`src/rtl/avalon_csr_responder.sv`:
```
// Avalon-MM slave CSR bank with programmable wait states, byte enables and error responses.
// Optional error-status register at index NUM_REGS when AVALON_CSR_ERR_STATUS_EN is defined.
module avalon_csr_responder #(
  parameter int unsigned         AWIDTH      = 20,
  parameter int unsigned         DWIDTH      = 32,
  parameter int unsigned         BE_WIDTH    = 4,
  parameter int unsigned         NUM_REGS    = 16,
  parameter int unsigned         WAIT_STATES = 1,
  parameter logic [NUM_REGS-1:0] RO_MASK     = '0
) (
  input  logic                         clk,
  input  logic                         rst,
  input  logic [AWIDTH-1:0]            addr,
  input  logic [BE_WIDTH-1:0]          byte_enable,
  input  logic [DWIDTH-1:0]            wdata,
  input  logic                         wr,
  input  logic                         rd,
  input  logic                         lock,
  output logic [DWIDTH-1:0]            rdata,
  output logic                         rdata_valid,
  output logic [1:0]                   response,
  output logic                         wait_request,
  output logic [NUM_REGS*DWIDTH-1:0]   reg_q,
  input  logic [NUM_REGS*DWIDTH-1:0]   ro_data
);

  localparam logic [1:0] RESP_OKAY     = 2'd0;
  localparam logic [1:0] RESP_SLV_ERR  = 2'd2;
  localparam logic [1:0] RESP_DEC_ERR  = 2'd3;

  localparam logic [1:0] S_IDLE   = 2'd0;
  localparam logic [1:0] S_WAIT   = 2'd1;
  localparam logic [1:0] S_ACCEPT = 2'd2;
  localparam logic [1:0] S_RESP   = 2'd3;

  localparam int unsigned LSB = $clog2(BE_WIDTH);
  localparam int unsigned RIW = (NUM_REGS > 1) ? $clog2(NUM_REGS) : 1;
`ifdef AVALON_CSR_ERR_STATUS_EN
  localparam int unsigned DECODE_LIMIT = NUM_REGS + 1;
`else
  localparam int unsigned DECODE_LIMIT = NUM_REGS;
`endif

  if (!(DWIDTH == 8 || DWIDTH == 16 || DWIDTH == 32 || DWIDTH == 64 || DWIDTH == 128))
    begin : g_bad_dwidth
      $fatal(1, "avalon_csr_responder: illegal DWIDTH");
    end
  if (BE_WIDTH != DWIDTH / 8) begin : g_bad_be_width
    $fatal(1, "avalon_csr_responder: BE_WIDTH must equal DWIDTH/8");
  end

  logic [1:0]              state_q, state_d;
  logic [3:0]              cnt_q, cnt_d;
  logic [DWIDTH-1:0]       rdata_q, rdata_d;
  logic [1:0]              resp_q, resp_d;
  logic [DWIDTH-1:0]       regs_q [NUM_REGS];

  logic [AWIDTH-LSB-1:0]   idx;
  logic [RIW-1:0]          ridx;
  logic                    in_range;
  logic                    is_status;
  logic                    accept;
  logic                    wr_only;
  logic                    wr_commit;
  logic [1:0]              acc_resp;
  logic [DWIDTH-1:0]       acc_rdata;
  logic                    unused_ok;

  assign idx       = addr[AWIDTH-1:LSB];
  assign ridx      = idx[RIW-1:0];
  assign in_range  = 32'(idx) < DECODE_LIMIT;
  assign is_status = 32'(idx) == NUM_REGS;
  assign accept    = (state_q == S_ACCEPT);
  assign wr_only   = wr && !rd;
  assign wr_commit = accept && wr_only && in_range && !is_status && !RO_MASK[ridx];
  assign unused_ok = ^{lock, addr, ro_data};

`ifdef AVALON_CSR_ERR_STATUS_EN
  logic [7:0] err_cnt_q;
  logic       err_flag_q;
  logic       err_event;
  logic       err_clear;

  assign err_event = (response == RESP_SLV_ERR) || (response == RESP_DEC_ERR);
  assign err_clear = accept && wr_only && is_status && wdata[31] && byte_enable[3];

  // Clear has priority over a coincident error so the register reads back as zero.
  always_ff @(posedge clk) begin
    if (!rst || err_clear) begin
      err_cnt_q  <= '0;
      err_flag_q <= 1'b0;
    end else if (err_event) begin
      err_flag_q <= 1'b1;
      if (err_cnt_q != '1) err_cnt_q <= err_cnt_q + 8'd1;
    end
  end
`endif

  always_comb begin
    acc_resp  = RESP_OKAY;
    acc_rdata = '0;
    if (rd && wr) begin
      acc_resp = RESP_SLV_ERR;
    end else if (!in_range) begin
      acc_resp = RESP_DEC_ERR;
`ifdef AVALON_CSR_ERR_STATUS_EN
    end else if (is_status) begin
      if (rd) acc_rdata = DWIDTH'({err_flag_q, 23'd0, err_cnt_q});
`endif
    end else if (RO_MASK[ridx]) begin
      if (wr) acc_resp = RESP_SLV_ERR;
      else    acc_rdata = ro_data[ridx*DWIDTH +: DWIDTH];
    end else if (rd) begin
      acc_rdata = regs_q[ridx];
    end
  end

  always_comb begin
    state_d = state_q;
    cnt_d   = cnt_q;
    rdata_d = '0;
    resp_d  = RESP_OKAY;
    case (state_q)
      S_IDLE: begin
        if (rd || wr) begin
          if (WAIT_STATES == 0) begin
            state_d = S_ACCEPT;
          end else begin
            state_d = S_WAIT;
            cnt_d   = 4'(WAIT_STATES - 1);
          end
        end
      end
      S_WAIT: begin
        if (cnt_q == '0) state_d = S_ACCEPT;
        else             cnt_d   = cnt_q - 4'd1;
      end
      S_ACCEPT: begin
        if (rd) begin
          state_d = S_RESP;
          rdata_d = acc_rdata;
          resp_d  = acc_resp;
        end else begin
          state_d = S_IDLE;
        end
      end
      default: state_d = S_IDLE;
    endcase
  end

  always_ff @(posedge clk) begin
    if (!rst) begin
      state_q <= S_IDLE;
      cnt_q   <= '0;
      rdata_q <= '0;
      resp_q  <= RESP_OKAY;
    end else begin
      state_q <= state_d;
      cnt_q   <= cnt_d;
      rdata_q <= rdata_d;
      resp_q  <= resp_d;
    end
  end

  always_ff @(posedge clk) begin
    if (!rst) begin
      for (int unsigned i = 0; i < NUM_REGS; i++) regs_q[i] <= '0;
    end else if (wr_commit) begin
      for (int unsigned b = 0; b < BE_WIDTH; b++)
        if (byte_enable[b]) regs_q[ridx][8*b +: 8] <= wdata[8*b +: 8];
    end
  end

  always_comb begin
    reg_q = '0;
    for (int unsigned i = 0; i < NUM_REGS; i++) reg_q[i*DWIDTH +: DWIDTH] = regs_q[i];
  end

  // Write responses are combinational on the accept cycle; read responses ride with rdata_valid.
  always_comb begin
    response = RESP_OKAY;
    if (accept && wr_only)      response = acc_resp;
    else if (state_q == S_RESP) response = resp_q;
  end

  assign wait_request = !accept;
  assign rdata_valid  = (state_q == S_RESP);
  assign rdata        = rdata_q;

endmodule

```
`config.mk`:
```
export PLATFORM = sky130hd
export DESIGN_NAME = avalon_csr_responder
export DESIGN_NICKNAME = d
export VERILOG_FILES = /design/src/rtl/avalon_csr_responder.sv
export SDC_FILE = /design/constraint.sdc
export NUM_CORES = 1
export LEC_CHECK = 0
export BUFFER_PORTS_ARGS = -buffer_cell sky130_fd_sc_hd__buf_2
export CELL_PAD_IN_SITES_DETAIL_PLACEMENT = 0
export CELL_PAD_IN_SITES_GLOBAL_PLACEMENT = 1
export CORE_AREA = 2 2 438 440
export DETAILED_ROUTE_END_ITERATION = 16
export DIE_AREA = 0 0 440 442
export PLACE_DENSITY = 0.34
export SKIP_LAST_GASP = 1
export SYNTH_ARGS = -nofsm -noshare
export SYNTH_HDL_FRONTEND = slang
export SYNTH_SLANG_ARGS = --single-unit
```
`constraint.sdc`:
```
create_clock -name clk -period 4.95 [get_ports clk]
set_clock_uncertainty 0.2 [all_clocks]
set_input_delay 0.7425 -clock clk [delete_from_list [all_inputs] [get_ports clk]]
set_output_delay 0.7425 -clock clk [all_outputs]
set_load 0.1 [all_outputs]
```
### After elaboration in Yosys (flattened, before gate mapping)

Memories as Yosys holds them, arrays and structs flattened.
Cells that the tools add are included.

| storage, ports and cells | value |
|---|---|
| register bits after elaboration | 40 |
| latch bits | 0 |
| bits in writable memories | 512 |
| memory bits (read-only) | 16 |
| input port bits | 573 |
| output and inout port bits | 548 |
| logic and storage cells | 76 |
| memories kept | 2 |

Memory list:

| name | depth | width | rd ports | clocked after memory_dff | wr ports | RTL line | text |
|---|---|---|---|---|---|---|---|
| regs_q | 16 | 32 | 17 | 0 | 16 | 56 | `logic [DWIDTH-1:0] regs_q [NUM_REGS];` |
| (no name shown) | 16 | 1 | 1 | 0 | 0 | 110 | `end else if (RO_MASK[ridx]) begin` |

| operators by class | value |
|---|---|
| add/subtract/negate cells | 1 |
| $mul | 0 |
| divide/modulo/power cells | 0 |
| $lt $le $gt $ge | 2 |
| eq/ne operators | 7 |
| shift operators | 1 |
| muxes and demuxes | 36 |
| bitwise gates (word level) | 4 |
| reduce and logical (&&, ||, !) cells | 19 |

Operator list:

| cell | count |
|---|---|
| $shiftx 512x10->32 | 1 |
| $mux 32 | 3 |
| $reduce_or 32->1 | 1 |
| $eq 18x5->1 const B | 1 |
| $lt 18x5->1 const B | 1 |
| $mux 1 | 18 |
| $mux 2 | 9 |
| $mux 4 | 4 |
| $pmux 4 s2 | 1 |
| $logic_and 1x1->1 | 6 |
| $ne 2x2->1 const B | 3 |
| $pmux 2 s3 | 1 |
| $reduce_and 3->1 | 2 |
| $lt 4x5->1 const B | 1 |
| $reduce_or 5->1 | 1 |
| $eq 2x2->1 const B | 2 |
| $logic_not 1->1 | 4 |
| $logic_not 4->1 | 1 |
| $not 1->1 | 4 |
| $sub 4x1->4 const B | 1 |
| $eq 2x1->1 const B | 1 |
| $logic_not 2->1 | 1 |
| $reduce_and 2->1 | 1 |
| $reduce_bool 2->1 | 1 |
| $logic_or 1x1->1 | 1 |

### Logic depth before layout (Yosys ltp)

Gate-level depths: netlist (run 1).

| depth | value |
|---|---|
| word-level depth | 11 |
| depth in mapped cells | 7 |
| mapped depth without buffers | 6 |

### Worst setup path after synthesis (run 1)

No wires, ideal clock.

| path | value |
|---|---|
| path kind | in2out |
| from | input port rd |
| to | output port response[0] |
| data arrival time | 2.533 ns |
| data required time | 4.008 ns |
| setup slack | 1.474 ns |
| stages | 2 |
| path buffers | 0 |
| cell sequence | nand4bb_1 > o2bb2ai_1 |

| on the way | value |
|---|---|
| longest elaborated chain between the ends | 4 |
| elaborated cells between the ends (all ways) | 6 |
| classes of those cells | mux (2); reduce/logical (4) |

RTL lines:

| what | RTL line | text |
|---|---|---|
| from (decl) | 17 | `input logic rd,` |
| $logic_not 1->1 | 74 | `assign wr_only = wr && !rd;` |
| $logic_and 1x1->1 | 74 |  |
| $logic_and 1x1->1 | 182 | `if (accept && wr_only) response = acc_resp;` |
| $mux 2 (*) | 182 |  |
| to (decl) | 21 | `output logic [1:0] response,` |

Every way passes the cells marked *; elsewhere a longest branch is shown, timed or not.

### Final worst setup path (run 1)

| path | value |
|---|---|
| from | input port addr[19] |
| to | output port response[0] |

| on the way | value |
|---|---|
| longest elaborated chain between the ends | 4 |

RTL lines:

| what | RTL line | text |
|---|---|---|
| from (decl) | 13 | `input logic [AWIDTH-1:0] addr,` |
| $lt 18x5->1 | 71 | `assign in_range = 32'(idx) < DECODE_LIMIT;` |
| $mux 2 | 104 | `end else if (!in_range) begin` |
| $mux 2 | 102 | `if (rd && wr) begin` |
| $mux 2 | 182 |  |

Every way passes these cells.

==> results.md, run 1 <==
Die:
- The total area inside the core boundary comes to 189600 um2.
- The floorplan die area is 194500 um2.
- The floorplan step set the die width to 440 um.
- Measured along the y axis, the die boundary spans 442 um.
- The initialized floorplan defines 160 standard-cell rows.
- The I/O pin count is 1121.
- The effective utilization at floorplan is 12.66%.

Layout:
- Across the whole layout, storage elements account for 16180 um2.
- The layout-stage area growth over the synthesis result is 38.00%.
- After the last flow step, the layout net total stands at 2990.
- The fraction of final layout cells with drive strength greater than 1 is 39.45%.
- The area of the multi-input gates is 7310 um2.
- The final non-filler cell area is 33120 um2.
- The post-layout instance count excluding filler cells is 5002.
- The share of the core filled with cells is 17.47%.
- The number of filler cells placed in the layout is 20940.

Setup path:
- The worst setup path is captured at an output pin.
- The critical path class is primary input to output pin.
- Along the worst path, the maximum fanout reaches 6.
- At the worst endpoint, the required time is 4.01 ns.
- The register-to-register path setup slack is 1.82 ns.
- The startpoint kind of the worst setup timing path is a primary input.
- STA puts the critical path data arrival time at 2.58 ns.

Power and ir drop:
- The power density normalized to cell area is 387.0 nW/um2.
- For this design the static power due to leakage is 12.05 nW.
- The maximum resistive drop on vdd is 0.2478 mV.

Global route:
- In the global route stage, overall resource usage came out at 14.76%.
- The number of antenna violations at the first check in global routing came to 30.
- The number of global-route vias before repair is 18530.
- Entering global routing, the biggest net connects 78 pins.
- The first global-routing pass estimated 189200 um of wire.
- After global routing the overflow that remains totals 0.

Synth:
- The area fraction in compound gates after synthesis is 2.503%.
- Yosys attributes the largest share of cell area to sky130_fd_sc_hd__edfxtp_1 64%, sky130_fd_sc_hd__mux4_2 12%, sky130_fd_sc_hd__nor2_1 8.1%.
- The cell area that synthesis handed to floorplanning was 24000 um2.
- The synthesized instance count is 1744.
- The share of synthesized flip-flops with an asynchronous set or reset is 0%.
- The number of warnings printed during yosys synthesis is 0.
- The number of unique standard cell types used by synthesis is 41.
- The most common cell in the synthesized netlist is sky130_fd_sc_hd__nor2_1.
- Of the total synthesized cell area, the portion taken by full adders, half adders and majority gates is 0.1043%.
- The multiplexer area fraction after synthesis is 14.77%.
- The synthesized netlist devotes 0% of its cell area to XOR and XNOR gates.
- By area, the combinational part of the netlist is dominated by multiplexers.
- The number of nets in the synthesized netlist is 2319.
- The share of the synthesized area in the top cell type is 64.07%.
- The commonest cells after synthesis are 521 x sky130_fd_sc_hd__nor2_1, 512 x sky130_fd_sc_hd__edfxtp_1, 135 x sky130_fd_sc_hd__nand2_1.
- Counting flops with a built-in enable in the synthesized netlist gives 512.
- Summed over all instances, the cell type with the most area after synthesis is sky130_fd_sc_hd__edfxtp_1.
- The mean area per synthesized cell is 13.76 um2.
- The area fraction in and, or, nand and nor cells after synthesis is 12.96%.
- The primary flip-flop cell chosen by synthesis mapping is sky130_fd_sc_hd__edfxtp_1.
- Sequential elements use 67.40% of the synthesized area.
- The number of storage elements in the synthesis netlist is 552.

Clock tree:
- In this run, CTS created clock tree buffers numbering 77.
- The maximum buffer depth of the clock tree is 3.
- CTS placed an instance of sky130_fd_sc_hd__clkbuf_16 at the clock tree root.
- The clock insertion delay at the later pin of the skew report is 0.69 ns.
- The number of sinks driven by the clock tree is 552.
- The post-cts sizing count is 0.
- The H-tree was split into 3 levels.
- The CTS tree is yes.
- After clock tree synthesis, the clock-pin slew on the worst setup and hold paths is 0.05 ns.
- The quantity of hold-fixing buffers added after cts is 0.
- Buffers added to address setup during post-CTS repair amount to 0.

Timing:
- Setup repair after global routing left no endpoint under its margin.
- Across all hold checks on the routed design, the worst slack comes to 0.1534 ns.
- The highest achievable clock rate is 284.1 MHz.
- Summed over all failing endpoints, the final setup total negative slack is 0 ns.
- After layout, the worst path uses 71.11% of the clock period.
- Counting I/O delays and the setup requirement, the final critical path takes 3.520 ns.
- The number of hold violations in the final report is 0.
- The max-slew headroom at the worst pin is 37.27%.
- Setup violations remaining at the end of the flow were counted as 0.
- The max-slew violation count came to 0.
- For the pin with the worst max-slew slack, the measured transition is 0.9410 ns.

Route:
- The starting DRC count in detailed routing is 1125.
- The number of search-and-repair iterations in the first detailed-routing pass is 4.
- The final antenna-violating net count is 0.
- Across all layers, the routed design uses 17870 vias.
- The post-detailed-route DRC marker count is 0.
- Wires add up to 146900 um.
- After detailed routing, the number of vias per cell comes to 3.573.
- The routed wire length per instance is 29.36 um.

Run:
- Across the run, the number of max-cap violations was 0.

Hold path:
- The worst hold path belongs to the class primary input to flop.

Placement:
- Buffers placed on the I/O ports in this run total 605.
- The cell area after placement is 30700 um2.
- The final weighted congestion in routability-driven placement is 0.7493.
- The number of placed instances with taps included is 4847.
- The final HPWL from detailed placement is 112500 um.

Status:
- The run finished with clean final reports.
through the flow:
stage,worst slack [ns],power (W)
floorplan,1.474,0.006930
global placement,1.130,0.007564
detailed placement,1.116,0.007560
CTS,1.377,0.01303
global route,1.307,0.01323
finish,1.430,0.01282
critical path: stages:
cell	delay, ns
sky130_fd_sc_hd__buf_2	0.10
sky130_fd_sc_hd__or4_1	0.73
sky130_fd_sc_hd__nor4_2	0.34
sky130_fd_sc_hd__buf_4	0.23
sky130_fd_sc_hd__o2bb2ai_1	0.10
sky130_fd_sc_hd__buf_2	0.31
metal layers:
metal	routed length, um	vias up	part of all wire [%]	global-route usage (%)
li1	-	7778	-	-
met1	56520	9314	38	16.80
met2	75850	583	52	26.07
met3	7504	194	5.1	3.179
met4	6979	4	4.8	6.969
met5	27	-	0.018	0
sequential cells by signal, indices dropped and copies added (netlist names):
register / cells
cnt_q: 4
rdata: 32
regs_q: 512
resp_q: 2
state_q: 2
where the power goes:
group	internal, W	leakage, nW	switching (W)
sequential	0.00524	5.61	0.000161
clock	0.00312	1.16	0.00227
combinational	0.000376	5.28	0.00164
path summary, 6_finish.rpt:
| kind | end | startpoint | cells past startpoint |
|---|---|---|---|
| hold reg to reg | cnt_q[3] | cnt_q[3] | 2 |
| setup / recovery | response[0] | addr[19] | 6 |
| hold / removal | resp_q[0] | wr | 2 |
| setup reg to reg | regs_q[1][14] | state_q[1] | 6 |
cell usage in the layout (no fill, tap or decap), drive strengths merged, types with 29 or more instances in the layout:
cell | Yosys | layout
mux4 | 128 | 128
edfxtp | 512 | 512
o21ai | 64 | 64
clkinv | 0 | 31
buf | 27 | 724
nand2 | 135 | 135
o22ai | 32 | 32
clkbuf | 105 | 100
nor2 | 521 | 521
and3 | 29 | 29
dfxtp | 40 | 40
mux2i | 66 | 66
cells by family (layout without fill, tap and decap cells):
group	count (synthesis)	in the layout
compound gates	106	106
mux	194	194
simple gates	753	753
other cells	0	17
fa+ha+maj	2	2
flops	552	552
buf+inv	137	867
layout make-up:
cell class / count / share of cell area (%)
tap: 2511 / 9.487
sequential: 552 / 48.84
inverter: 5 / 0.06423
clock inverter: 38 / 0.8690
multi-input combinational: 1055 / 22.07
antenna: 17 / 0.1285
timing repair buffer: 724 / 12.24
clock buffer: 100 / 6.298
No activity file was read; power rests on OpenSTA's default activity.
==> inputs of run 2 (changes only) <==
Settings changed: CORE_AREA 2 2 438 440 to 2 2 430 432, DIE_AREA 0 0 440 442 to 0 0 432 434, PLACE_DENSITY 0.34 to 0.35.
Clock period 4.95 ns to 3.34 ns, I/O delays scaled along.
==> run 2 against run 1 <==
  * Via count grew 1.7%
  * Non-clock buffer count grew 69
  * Global-route usage grew 0.32 points
  * Total power grew 50%
  * Clock power grew 51%
  * Die area shrank 3.6%
  * Final area grew 1.8%
  * Critical path type unchanged
==> results.md, run 2 (synthesis results as in run 1) <==
Run:
- The max-capacitance violation count is 0 (unchanged).

Timing:
- The number of setup violations in the final report is 0 (unchanged).
- The worst hold-check slack is 0.08960 ns (-0.06379 ns).
- The routed design could run at a clock period as short as 3.006 ns.
- The final-layout setup total negative slack is 0 ns (unchanged).
- The number of hold violations in the final report is 0 (unchanged).
- The final period utilization is 90.01%.
- The highest achievable clock rate is 332.6 MHz.
- The slew of the pin with the lowest slew margin is 0.9619 ns (+0.02088 ns).
- Setup repair after global routing left no endpoint under its margin.
- The max-slew violation count was 0 (unchanged).
- The max-slew headroom at the worst pin is 35.88% (-1.4 points).

Layout:
- The post-layout instance count excluding filler cells is 4934 (-1.4%).
- The fraction of final layout cells with drive strength greater than 1 is 41.03% (+1.6 points).
- The number of flip-flops in the largest register is 512 (unchanged).
- Counting flops per register, the top entry is regs_q.
- The area of the multi-input gates came to 7310 um2 (unchanged).
- The combined flip-flop and latch cell area was 16180 um2 (unchanged).
- The number of nets in the final layout is 3058 (+2.3%).
- Leaving out fill and tap cells, the most frequent cell in the layout is sky130_fd_sc_hd__buf_2.
- The number of filler cells placed in the layout was 20080 (-4.1%).
- The layout-stage area growth over the synthesis result is 40.51%.
- The top cell types in the final layout, fill and taps aside, are 602 x sky130_fd_sc_hd__buf_2, 521 x sky130_fd_sc_hd__nor2_1, 512 x sky130_fd_sc_hd__edfxtp_1.
- The final non-filler cell area came to 33720 um2 (+1.8%).

Setup path:
- The critical path class is primary input to output pin.
- By instance count, the cell type seen most on the critical path is sky130_fd_sc_hd__buf_2.
- Traced cell by cell, the critical path runs through buf_2 > or4_1 > nor4_2 > buf_4 > o2bb2ai_1 > buf_2.
- The data arrival time of the worst path is 2.31 ns (-0.27 ns).
- The required time reported for the critical path endpoint is 2.64 ns (-1.37 ns).
- The beginning of the worst register-to-register path is state_q[1].
- The standard cell with the maximum stage delay on the critical path is sky130_fd_sc_hd__or4_1.
- The largest stage delay on the critical path came to 0.71 ns (-0.02 ns).
- The worst register-to-register path ends at regs_q[12][21].
- STA classifies the critical path startpoint as a primary input.
- The count of buffering cells on the critical path with inverters included came to 3 (unchanged).
- The critical-path maximum fanout is 6 (unchanged).
- The cell depth of the worst flop-to-flop path came to 6 (unchanged).
- The register-to-register path setup slack is 0.79 ns (-1.03 ns).
- In this design, the largest share of critical-path delay is due to simple AND/OR/NAND/NOR gates.
- STA classifies the critical path endpoint as an output pin.

Die:
- The I/O pin count was 1121 (unchanged).
- The number of placement rows is 157 (-1.9%).
- The standard cell core area is 182500 um2 (-3.7%).
- The height of the die is 434 um (-1.8%).
- The floorplan die area came to 187500 um2 (-3.6%).
- The overall die width is 432 um (-1.8%).
- The effective utilization at floorplan came to 13.15% (+0.49 points).

Clock tree:
- The post-cts sizing count was 0 (unchanged).
- The maximum level of the CTS H-tree is 3 (unchanged).
- The clock transition at the registers of the reported paths is 0.06 ns (about the same).
- TritonCTS built the clock tree.
- The maximum buffer depth of the clock tree is 3 (unchanged).
- The number of sinks driven by the clock tree came to 552 (unchanged).
- The number of buffers created by CTS was 76 (-1.3%).
- The clock insertion delay at the later pin of the skew report is 0.69 ns (about the same).
- The tree is rooted in a sky130_fd_sc_hd__clkbuf_16.

Route:
- The final antenna-violating net count is 0 (unchanged).
- The number of vias per cell is 3.685 (+3.1%).
- The total vias in the final route is 18180 (+1.7%).
- The starting DRC count in detailed routing is 1318 (+17%).
- The wire length reported by the detailed router is 145500 um (-0.92%).
- The number of search-and-repair iterations in the first detailed-routing pass is 5 (+1).
- The post-detailed-route DRC marker count is 0 (unchanged).
- The routed wire length per instance came to 29.50 um (+0.45%).

Placement:
- The number of placed instances with taps included is 4787 (-1.2%).
- The count of input and output buffers was 605 (unchanged).
- The final HPWL from detailed placement came to 112600 um (about the same).
- The final weighted congestion in routability-driven placement came to 0.7635 (+1.9%).
- The cell area after placement is 31250 um2 (+1.8%).

Power and ir drop:
- The maximum resistive drop on vdd was 0.3006 mV (+21%).
- The leakage dissipation came to 12.47 nW (+3.5%).
- The power density normalized to cell area came to 569.3 nW/um2 (+47%).
- The final total power is 0.01920 W (+50%).

Hold path:
- The number of stages on the worst hold path is 3 (+1).
- The startpoint of the most critical hold path is wdata[10].
- The path with the worst hold slack has its endpoint at regs_q[2][10].
- The class of the worst hold path is primary input to flop.

Status:
- The flow ran to the end, and the final reports show no timing, DRC or antenna violations.

Global route:
- The number of antenna violations at the first check in global routing is 23 (-23%).
- The overall track demand over capacity in global routing was 15.09% (+0.32 points).
- The first-pass GRT wire length is 185400 um (-2.0%).
- The total congestion overflow came to 0 (unchanged).
- The pin count of the biggest net entering global routing is 40 (-49%).
- The number of global-route vias before repair is 18540 (+0.043%).
[run 2: final cells by class]
cell class / instances / share of cell area, %
flip-flops and latches: 552 / 47.97
multi-input cells: 1055 / 21.68
clock buffers: 95 / 5.978
inverters: 5 / 0.06308
clock inverters: 42 / 1.202
well taps: 2385 / 8.850
repair buffers: 793 / 14.21
diodes: 7 / 0.05195
[run 2: what timing repair did]
item,CTS,global route
endpoints found under the hold margin,3,0
buffers inserted,0,0
hold buffers,3,0
[run 2: per-stage QoR]
step / util (%) / setup WS [ns]
after floorplan: - / 0.2839
after global placement: 17.12 / -0.1460
after detailed placement: 17.12 / -0.09182
after CTS: 18.47 / 0.3070
after global routing: 18.47 / 0.2548
final: 18.48 / 0.3338
[run 2: tightest hold or removal path: stages]
cell and delay, ns:
sky130_fd_sc_hd__buf_2 0.14, sky130_fd_sc_hd__nand3_1 0.12, sky130_fd_sc_hd__nor2_1 0.05
[run 2: routing by layer]
metal  share of wire, %  wire length [um]  GRT usage (%)
met5              0.026                38              0
met4                4.3              6248          6.133
met3                4.1              5996          2.681
met2                 51             74200          26.47
met1                 41             59050          18.14
[run 2: how the worst max path moves through the flow]
| stage | start | end | slack (ns) | depth (start not counted) |
|---|---|---|---|---|
| floorplan | addr[9] | regs_q[9][0] | 0.28 | 5 |
| global placement | addr[15] | regs_q[6][5] | -0.15 | 7 |
| detailed placement | addr[15] | regs_q[6][3] | -0.09 | 7 |
| CTS | addr[19] | response[0] | 0.31 | 6 |
| global route | addr[19] | response[0] | 0.25 | 6 |
| finish | addr[19] | response[0] | 0.33 | 6 |
[run 2: where the power goes]
part           total, W  leakage (nW)  switching [W]  internal, W
sequential      0.00800          5.61       0.000231      0.00777
combinational   0.00304          5.69        0.00245     0.000599
clock           0.00815          1.17        0.00340      0.00475
total            0.0192          12.5        0.00608       0.0131
==> inputs of run 3 (changes only) <==
Settings changed: RECOVER_POWER set to 25.
==> run 3 against run 2 <==
  * Via count down 0.29%
  * Sequential cell count unchanged
  * Non-clock buffer count unchanged
  * Worst hold slack better by 0.0021 ns
  * Register-to-register slack worse by 0.37 ns
==> results.md, run 3 (synthesis results as in run 1) <==
Status:
- The flow ran to the end, and the final reports show no timing, DRC or antenna violations.

Global route:
- The number of global-route vias before repair is 18540 (unchanged).
- The total congestion overflow is 0 (unchanged).
- The first-pass GRT wire length is 185400 um (unchanged).
- The pin count of the biggest net entering global routing is 40 (unchanged).
- The number of antenna violations at the first check in global routing is 23 (unchanged).
- The overall track demand over capacity in global routing is 15.09% (unchanged).

Setup path:
- The data arrival time of the worst path was 3.21 ns (+0.90 ns).
- The required time reported for the critical path endpoint was 3.52 ns (+0.88 ns).
- The startpoint kind of the worst setup timing path is a primary input.
- The count of buffering cells on the critical path with inverters included was 5 (+2).
- The cell depth of the worst flop-to-flop path is 7 (+1).
- The signal on the critical path passes through dlygate4sd3_1 > buf_2 > nand4bb_1 > buf_4 > nor4_1 > clkbuf_1 > nand2_1 > o21ai_0 > buf_4.
- The critical path in this run is classified as primary input to flop.
- The most frequent cell on the critical path is sky130_fd_sc_hd__buf_4.
- The largest stage delay on the critical path is 0.53 ns (-0.18 ns).
- Among cell families on the critical path, the largest total delay comes from buffers and inverters.
- The critical-path maximum fanout is 9 (+3).
- The number of gates on the worst path with buffers counted was 9 (+3).
- The worst setup path is captured at a flop.
- The standard cell with the maximum stage delay on the critical path is sky130_fd_sc_hd__nor4_1.

Placement:
- The count of input and output buffers is 605 (unchanged).
- The final weighted congestion in routability-driven placement is 0.7635 (unchanged).
- The final HPWL from detailed placement is 112600 um (unchanged).
- The number of placed instances with taps included came to 4787 (unchanged).

Timing:
- The slew of the pin with the lowest slew margin is 1.460 ns (+0.4982 ns).
- The final-layout setup total negative slack is 0 ns (unchanged).
- The max-slew headroom at the worst pin is 3.080% (-33 points).
- Setup repair after global routing left no endpoint under its margin.
- The highest achievable clock rate came to 329.2 MHz (-1.0%).
- The final period utilization is 90.94% (+0.93 points).
- The max-slew violation count is 0 (unchanged).
- The number of setup violations in the final report is 0 (unchanged).
- The minimum period implied by the final worst setup slack is 3.037 ns (+0.03103 ns).
- The number of hold violations in the final report is 0 (unchanged).

Route:
- The wire length reported by the detailed router is 145500 um (about the same).
- The total vias in the final route is 18130 (-0.29%).
- The routed wire length per instance was 29.48 um (about the same).
- The number of search-and-repair iterations in the first detailed-routing pass is 5 (unchanged).
- The final antenna-violating net count was 0 (unchanged).
- The starting DRC count in detailed routing was 1357 (+3.0%).
- The post-detailed-route DRC marker count is 0 (unchanged).
- The number of vias per cell is 3.673 (-0.31%).

Clock tree:
- The number of buffers created by CTS came to 76 (unchanged).
- The maximum level of the CTS H-tree is 3 (unchanged).
- The clock insertion delay at the later pin of the skew report is 0.69 ns (about the same).
- The number of sinks driven by the clock tree is 552 (unchanged).
- TritonCTS built the clock tree.
- The cell sitting at the root of the clock tree is a sky130_fd_sc_hd__clkbuf_16.
- The post-cts sizing count is 0 (unchanged).
- The maximum buffer depth of the clock tree was 3 (unchanged).
- The post-CTS setup buffer count is 0 (unchanged).
- The clock transition at the registers of the reported paths came to 0.06 ns (about the same).

Die:
- The I/O pin count is 1121 (unchanged).
- The standard cell core area came to 182500 um2 (unchanged).
- The number of placement rows is 157 (unchanged).
- The floorplan die area is 187500 um2 (unchanged).
- The overall die width was 432 um (unchanged).
- The height of the die came to 434 um (unchanged).
- The effective utilization at floorplan is 13.15% (unchanged).

Power and ir drop:
- The maximum resistive drop on vdd was 0.3012 mV (+0.18%).
- The power density normalized to cell area is 574.1 nW/um2 (+0.84%).
- The leakage dissipation came to 11.76 nW (-5.7%).

Layout:
- The number of nets in the final layout is 3058 (unchanged).
- The number of flip-flops in the largest register came to 512 (unchanged).
- The most common cell after layout, fill and taps aside is sky130_fd_sc_hd__nor2_1.
- The area of the multi-input gates came to 7281 um2 (-0.39%).
- Leaving out fill and tap cells, the most frequent cells in the layout are 521 x sky130_fd_sc_hd__nor2_1, 512 x sky130_fd_sc_hd__edfxtp_1, 410 x sky130_fd_sc_hd__buf_2.
- The combined flip-flop and latch cell area is 16180 um2 (unchanged).
- The fraction of final layout cells with drive strength greater than 1 is 33.01% (-8.0 points).
- The post-layout instance count excluding filler cells was 4935 (+0.020%).
- The number of filler cells placed in the layout came to 20130 (+0.27%).
- The layout-stage area growth over the synthesis result is 39.16%.
- The most flop-heavy register is regs_q.

Run:
- The max-capacitance violation count is 0 (unchanged).

Hold path:
- In this run the worst hold path is classified as primary input to flop.
- The number of stages on the worst hold path is 3 (unchanged).
## run 3: where the power goes
group	switching (W)	leakage (nW)	internal, W
logic	0.00244	4.98	0.000578
clock network	0.00340	1.17	0.00475
registers	0.000234	5.61	0.00777
## run 3: path summary, 6_finish.rpt
| path | endpoint | startpoint | slack [ns] |
|---|---|---|---|
| worst max register to register | regs_q[6][29] | state_q[1] | 0.42 |
| worst max-delay path | regs_q[6][29] | rd | 0.30 |
| worst min register to register | cnt_q[3] | cnt_q[3] | 0.27 |
| worst min-delay path | regs_q[2][10] | wdata[10] | 0.09 |
## run 3: what timing repair did
item	in CTS	in global routing
hold buffers	3	0
hold endpoints to repair	3	0
setup endpoints to repair	0	0
## run 3: area by class of cell
| class | count | share of cell area (%) |
|---|---|---|
| diodes | 8 | 0.05995 |
| repair buffers | 793 | 13.45 |
| well taps | 2385 | 8.936 |
| clock buffers | 95 | 6.036 |
| clock inverters | 42 | 1.214 |
| inverters | 5 | 0.06369 |
| flip-flops and latches | 552 | 48.44 |
| multi-input cells | 1055 | 21.80 |
## run 3: per-layer routing
layer	track usage, %	wire length (um)
met5	0	38
met1	18.14	59190
met2	26.47	73870
met3	2.681	6089
met4	6.133	6305
## run 3: worst register-to-register path, delay by kind of cell, from the launching register on
kind | cells | cell delay (ns)
flip-flops | 1 | 0.45
AND/OR/NAND/NOR | 3 | 0.87
AO/OA/AOI/OAI | 1 | 0.21
buffers and inverters | 3 | 0.90
## run 3: stage by stage
step | utilization (%) | hold WS, ns | area [um2] | power [W] | setup WS, ns
after global placement | 17.12 | 0.2638 | 31250 | 0.01126 | -0.1460
final | 18.30 | 0.09165 | 33390 | 0.01917 | 0.3027
after detailed placement | 17.12 | 0.2704 | 31250 | 0.01124 | -0.09182
after CTS | 18.47 | 0.01990 | 33700 | 0.01955 | 0.3070
after floorplan | - | 0.2431 | 24000 | 0.01027 | 0.2839
after global routing | 18.30 | 0.06666 | 33390 | 0.01980 | 0.1475
